### src/rtl/led_pattern_engine.sv
// LED pattern generator for the board LED bank: free-running step divider plus
// hold / rotate / bounce / fill-sweep / converge pattern modes with load and self-seeding.
module led_pattern_engine #(
  parameter int WIDTH = 8,
  parameter int DIV   = 25_000_000
) (
  input  logic             CLK,
  input  logic             RST,
  input  logic             en,
  input  logic [2:0]       mode,
  input  logic             load,
  input  logic [WIDTH-1:0] load_data,
  output logic [WIDTH-1:0] Q,
  output logic             tick,
  output logic             dir
);

  localparam int CW   = (DIV > 1) ? $clog2(DIV) : 1;
  localparam int HALF = WIDTH / 2;

  localparam logic [CW-1:0]    CNT_LAST = CW'(DIV - 1);
  localparam logic [WIDTH-1:0] MSB_ONLY = {1'b1, {(WIDTH-1){1'b0}}};
  localparam logic [WIDTH-1:0] LSB_ONLY = {{(WIDTH-1){1'b0}}, 1'b1};

  typedef enum logic [2:0] {
    MODE_HOLD     = 3'd0,
    MODE_ROR      = 3'd1,
    MODE_ROL      = 3'd2,
    MODE_BOUNCE   = 3'd3,
    MODE_FILL     = 3'd4,
    MODE_CONVERGE = 3'd5,
    MODE_RSVD6    = 3'd6,
    MODE_RSVD7    = 3'd7
  } mode_t;

  logic [CW-1:0]    cnt;
  logic             step;
  logic [WIDTH-1:0] next_q;
  logic             next_dir;
  logic             q_zero;

  assign step   = (cnt == CNT_LAST);
  assign q_zero = (Q == '0);

  // Next pattern for a step; an all-zero Q seeds instead of advancing (except fill sweep).
  always_comb begin
    next_q   = Q;
    next_dir = dir;
    case (mode_t'(mode))
      MODE_ROR: begin
        if (q_zero) next_q = MSB_ONLY;
        else        next_q = {Q[0], Q[WIDTH-1:1]};
      end
      MODE_ROL: begin
        if (q_zero) next_q = LSB_ONLY;
        else        next_q = {Q[WIDTH-2:0], Q[WIDTH-1]};
      end
      MODE_BOUNCE: begin
        if (q_zero) begin
          next_q = MSB_ONLY;
        end else if (!dir && Q[0]) begin
          next_dir = 1'b1;
          next_q   = Q << 1;
        end else if (dir && Q[WIDTH-1]) begin
          next_dir = 1'b0;
          next_q   = Q >> 1;
        end else begin
          next_q = dir ? (Q << 1) : (Q >> 1);
        end
      end
      MODE_FILL: begin
        next_q = {~Q[0], Q[WIDTH-1:1]};
      end
      MODE_CONVERGE: begin
        if (q_zero) begin
          next_q = MSB_ONLY | LSB_ONLY;
        end else begin
          next_q[WIDTH-1:HALF] = {Q[HALF], Q[WIDTH-1:HALF+1]};
          next_q[HALF-1:0]     = {Q[HALF-2:0], Q[HALF-1]};
        end
      end
      default: begin
        next_q   = Q;
        next_dir = dir;
      end
    endcase
  end

  // Load beats a coincident step and restarts the divider so the next step is DIV cycles away.
  always_ff @(posedge CLK or negedge RST) begin
    if (!RST) begin
      Q    <= '0;
      dir  <= 1'b0;
      tick <= 1'b0;
      cnt  <= '0;
    end else if (load) begin
      Q    <= load_data;
      dir  <= 1'b0;
      tick <= 1'b0;
      cnt  <= '0;
    end else begin
      cnt  <= step ? '0 : cnt + 1'b1;
      tick <= step;
      if (step && en) begin
        Q   <= next_q;
        dir <= next_dir;
      end
    end
  end

endmodule
### config.mk
export PLATFORM = sky130hd
export DESIGN_NAME = led_pattern_engine
export DESIGN_NICKNAME = d
export VERILOG_FILES = /design/src/rtl/led_pattern_engine.sv
export SDC_FILE = /design/constraint.sdc
export NUM_CORES = 1
export LEC_CHECK = 0
export CORE_MARGIN = 5
export CORE_UTILIZATION = 43
export DETAILED_ROUTE_END_ITERATION = 8
export SLEW_MARGIN = 25
export SYNTH_ARGS = -nofsm -noshare
export SYNTH_HDL_FRONTEND = slang
export SYNTH_SLANG_ARGS = --single-unit
### constraint.sdc
create_clock -name CLK -period 2.16 [get_ports CLK]
set_input_delay 0.216 -clock CLK [delete_from_list [all_inputs] [get_ports CLK]]
set_output_delay 0.216 -clock CLK [all_outputs]
set_load 0.01 [all_outputs]
[Yosys cells after proc, flatten, opt, wreduce, memory -nomap -nowiden]
Index checks and enable logic that the tools add are counted.
Storage, ports and cells
  flip-flop bits (word level): 35
  output and inout bits: 10
Cells by class
  $add $sub $neg: 1
  equal/unequal tests: 7
  mux-type cells: 19
  bitwise gates (word level): 1
  reduce and logical (&&, ||, !) cells: 11
Operators by type and width (count)
  two-way mux 8 bit: 9
  two-way mux 25 bit: 2
  case mux 8 bit (5 select lines): 1
  adder 25 x 1 -> 25 bit (second input constant): 1
  == test 25 bit (second input constant): 1
  logical NOT 8 bit: 1
  two-way mux 1 bit: 7
  == test 3 x 2 -> 1 bit (second input constant): 2
  == test 3 bit (second input constant): 2
  nonzero test 6 bit: 1
  AND reduction 4 bit: 1
  nonzero test 2 bit: 2
  == test 3 x 1 -> 1 bit (second input constant): 1
  logical AND 1 bit: 3
  nonzero test 3 bit: 1
  != test 2 bit (second input constant): 1
  AND reduction 2 bit: 1
  logical NOT 1 bit: 1
  NOT 1 bit: 1

[Depth between registers and ports, before layout]
Gate-level depths: netlist of run 1.
  word-level depth: 7
  depth in mapped cells: 8
  mapped depth without buffers: 6

[Worst setup path before layout of run 1]
Ideal clock, no wire load.
  path type: reg2reg
  start point: reg cnt[17]
  end point: reg Q[1]
  library setup time: 0.132 ns
  data arrival time: 1.680 ns
  data required time: 2.028 ns
  setup slack: 0.348 ns
  stages on the path, launching flop included: 7
  buffers on the path: 1
  path through: dfrtp_1 buf_6 and4bb_1 nand4_2 nor4_4 mux2i_1 o21ai_1
Between the ends
  longest elaborated chain between the ends: 4
RTL lines
  start: declaration: RTL line 36  | logic [CW-1:0] cnt;
  start signal: assignment: RTL line 102  | cnt <= step ? '0 : cnt + 1'b1;
  == test 25 bit: RTL line 42  | assign step = (cnt == CNT_LAST);
  logical AND 1 bit: RTL line 104  | if (step && en) begin
  nonzero test 2 bit (no line)
  AND reduction 2 bit (no line)
  end signal: assignment: RTL line 97  | Q <= load_data;
  end signal: assignment: RTL line 105  | Q <= next_q;
  end: declaration: RTL line 13  | output logic [WIDTH-1:0] Q,
Every way passes these cells.
A chain may end at the register's enable or synchronous reset.

[Final worst setup path of run 1]
  start point: reg cnt[1]
  end point: reg dir
Between the ends
  longest elaborated chain between the ends: 4
RTL lines
  == test 25 bit: RTL line 42
  logical AND 1 bit: RTL line 104
  nonzero test 2 bit (no line)
  AND reduction 4 bit (no line)
  end signal: assignment: RTL line 106  | dir <= next_dir;
  end: declaration: RTL line 15  | output logic dir
Every way passes these cells.

==> out/qor.yml, run 1 <==
yosysWarnings: 0
port_buffers: 24
clock_latency_ps: 290
worstMarginPinSlew_ps: 513
pin_count: 25
antenna_cells: 0
synth_common_cells: "dfrtp_1, nor2_1, xnor2_1, nand2_1, nand3_1"
cp.arrival_ps: 2160
fin_nets: 294
htree_levels: 2
p_total_mw: 1.47
row_count: 25
final_util_pct: 56.1
die_y_um: 80.7
drt_iter0_drc: 119
tns_ps: 0
fin_ws_ps: 188
holdBufCountCts: 0
start_kind: "flop"
ys_seq_elements: 35
netlist_area_mm2: 0.00215
start_util_pct: 45.0
clockRootBuffer: "clkbuf_8"
peakVddDrop_v: 0.000455
grt_max_degree: 36
synth_top_area_cell: "dfrtp_1"
post_cts_buffers: 0
viasPerCell: 5.24
synth_most_common_cell: "dfrtp_1"
final_area_mm2: 0.00268
path_class: "flop to flop"
place_area_mm2: 0.00258
syn-instance-count: 239
place_ws_ps: 184
fillers: 448
report.final.slew_viol_count: 0
clock_skew_ps: 9.14
clk_pin_slew_ps: 70
async_flop_share_pct: 100
critPathMaxStageDelay_ps: 380
grt.total_usage_pct: 16.4
synth.yosys.seq_area_share_pct: 40.7
clock.fmax_mhz: 507
ys_types: 50
layout-drive-gt1-share_pct: 13.6
cp_max_fo: 4
relSlewSlack_pct: 65.8
setup_viol: 0
crit_path_cell_trace: "ha_1 -> and2_1 -> nand2_1 -> nor3_1 -> buf_4 -> a41oi_1 -> a311oi_1"
drc: 0
die_x_um: 80.7
place_congestion: 0.882
yosys-top-cells-area: "dfrtp_1, xnor2_1, nor2_1, nand2_1, nor4_1"
wl_per_cell_um: 14.4
grt_pass1_vias: 1704
synth_edf_count: 0
hpwl_mm: 3.52
drv_cap: 0
num_vias: 1814
post-route-min-period_ps: 1970
fin_cells: 346
grt_first_pass_wirelength_mm: 8.34
hold_class: "primary input to async pin"
synth_top_flop_cell: "dfrtp_1"
ctsLongestPathBuffers: 2
crit_required_ps: 2350
cp-end-kind: "flop"
finalHoldViolCount: 0
drt-pass1-iter-count: 4
numClockSinks: 35
cts_resized: 0
critical-path-slowest-cell: "dfrtp_1"
cts_tree: "built"
synth_nets: 255
status: "completed"
dp_cells: 338
overflow: 0
core_mm2: 0.00479
cts_buffers: 5
avgSynthCellArea_um2: 9.00
synth_top_area_share_pct: 40.7
p_per_area_mw_per_mm2: 549
leakagePower_nw: 1.07
rsz0062_at_grt: "false"
area_growth_pct: 24.7
whs_ps: 346
period_share_pct: 91.3
dieArea_mm2: 0.00652
routed_wl_mm: 4.97
grt_antenna_before_repair: 0
postRouteAntennaNets: 0
[cell type report]
class | instances | area [µm²] | area share [%]
Multi-Input combinational cell | 185 | 1190 | 44.2
Clock buffer | 7 | 96.3 | 3.59
Sequential cell | 35 | 876 | 32.6
Inverter | 6 | 22.5 | 0.840
Clock inverter | 1 | 7.51 | 0.280
Tap cell | 67 | 83.8 | 3.13
Timing Repair Buffer | 45 | 410 | 15.3
[report_power, final]
part,total [mW],internal [mW],switching (mW),leakage (nW)
clock network,0.534,0.290,0.244,0.0505
registers,0.695,0.673,0.0220,0.472
logic,0.245,0.125,0.120,0.544
[metal layers]
| layer | part of all wire [%] | vias to the layer above | global-route usage, % |
|---|---|---|---|
| li1 | - | 930 | - |
| met1 | 51 | 843 | 23.9 |
| met2 | 43 | 39 | 25.0 |
| met3 | 4.9 | 2 | 3.44 |
| met4 | 0.44 | 0 | 4.05 |
| met5 | 0 | - | 0 |
[final timing paths]
path	slack (ps)	cells past startpoint	from	end
max reg2reg	190	7	cnt[1]	dir
max	190	7	cnt[1]	dir
min	350	2	RST	Q[2]
max in group asynchronous	1470	2	RST	Q[5]
min reg2reg	540	2	cnt[24]	cnt[24]
min in group CLK	480	3	load_data[6]	Q[6]
[sequential cells by signal (all words and copies together) (netlist names)]
signal / count
Q: 8
cnt: 25
dir: 1
tick: 1
[placed cells by master (no fill, tap or decap), types with 2 or more instances in the layout]
master	Yosys	final
o221ai_1	2	2
nor4_1	9	9
clkdlybuf4s50_1	0	24
nor3b_1	2	2
o31ai_1	5	5
o21ai_0	5	5
nand4_1	6	6
and4b_1	2	2
nor3_1	7	7
xnor2_1	17	17
and2_1	4	4
nand2_1	15	15
nor2_1	31	31
mux2i_1	5	5
or2_2	2	2
nor2b_1	4	4
o22ai_1	2	2
nand2b_1	8	8
a21oi_1	8	8
buf_4	2	20
a31oi_1	2	2
o21ai_1	5	5
dfrtp_1	35	35
a2bb2oi_1	4	4
or3_1	2	2
mux2_2	2	2
and3_1	2	2
inv_1	6	6
xor2_1	6	6
and4_1	2	2
nand3_1	11	11
clkbuf_8	0	7
[kinds of logic (layout without fill, tap and decap cells)]
family | count (synthesis) | count (layout) | share of synthesized area (%)
simple gates | 115 | 115 | 29.8
fa+ha+maj | 1 | 1 | 0.581
mux | 7 | 7 | 3.37
flops | 35 | 35 | 40.7
buf+inv | 19 | 59 | 4.19
compound gates | 39 | 39 | 12.0
xor+xnor | 23 | 23 | 9.36
[worst max-delay path, delay by kind of cell (launching register included)]
kind            cells  cell delay, ps
simple gates        3             740
flops               1             380
compound gates      2             360
fa+ha+maj           1             220
buf+inv             1             180
Note: power is estimated with default switching activity, not from simulation.
==> inputs of run 2 (changes only) <==
--- a/config.mk
+++ b/config.mk
@@ -7,6 +7,7 @@
 export LEC_CHECK = 0
 export CORE_MARGIN = 5
 export CORE_UTILIZATION = 43
+export CTS_CLUSTER_SIZE = 40
 export DETAILED_ROUTE_END_ITERATION = 8
 export SLEW_MARGIN = 25
 export SYNTH_ARGS = -nofsm -noshare
==> results of run 2 <==
The final DEF is identical to that of run 1; final timing and power are the same.
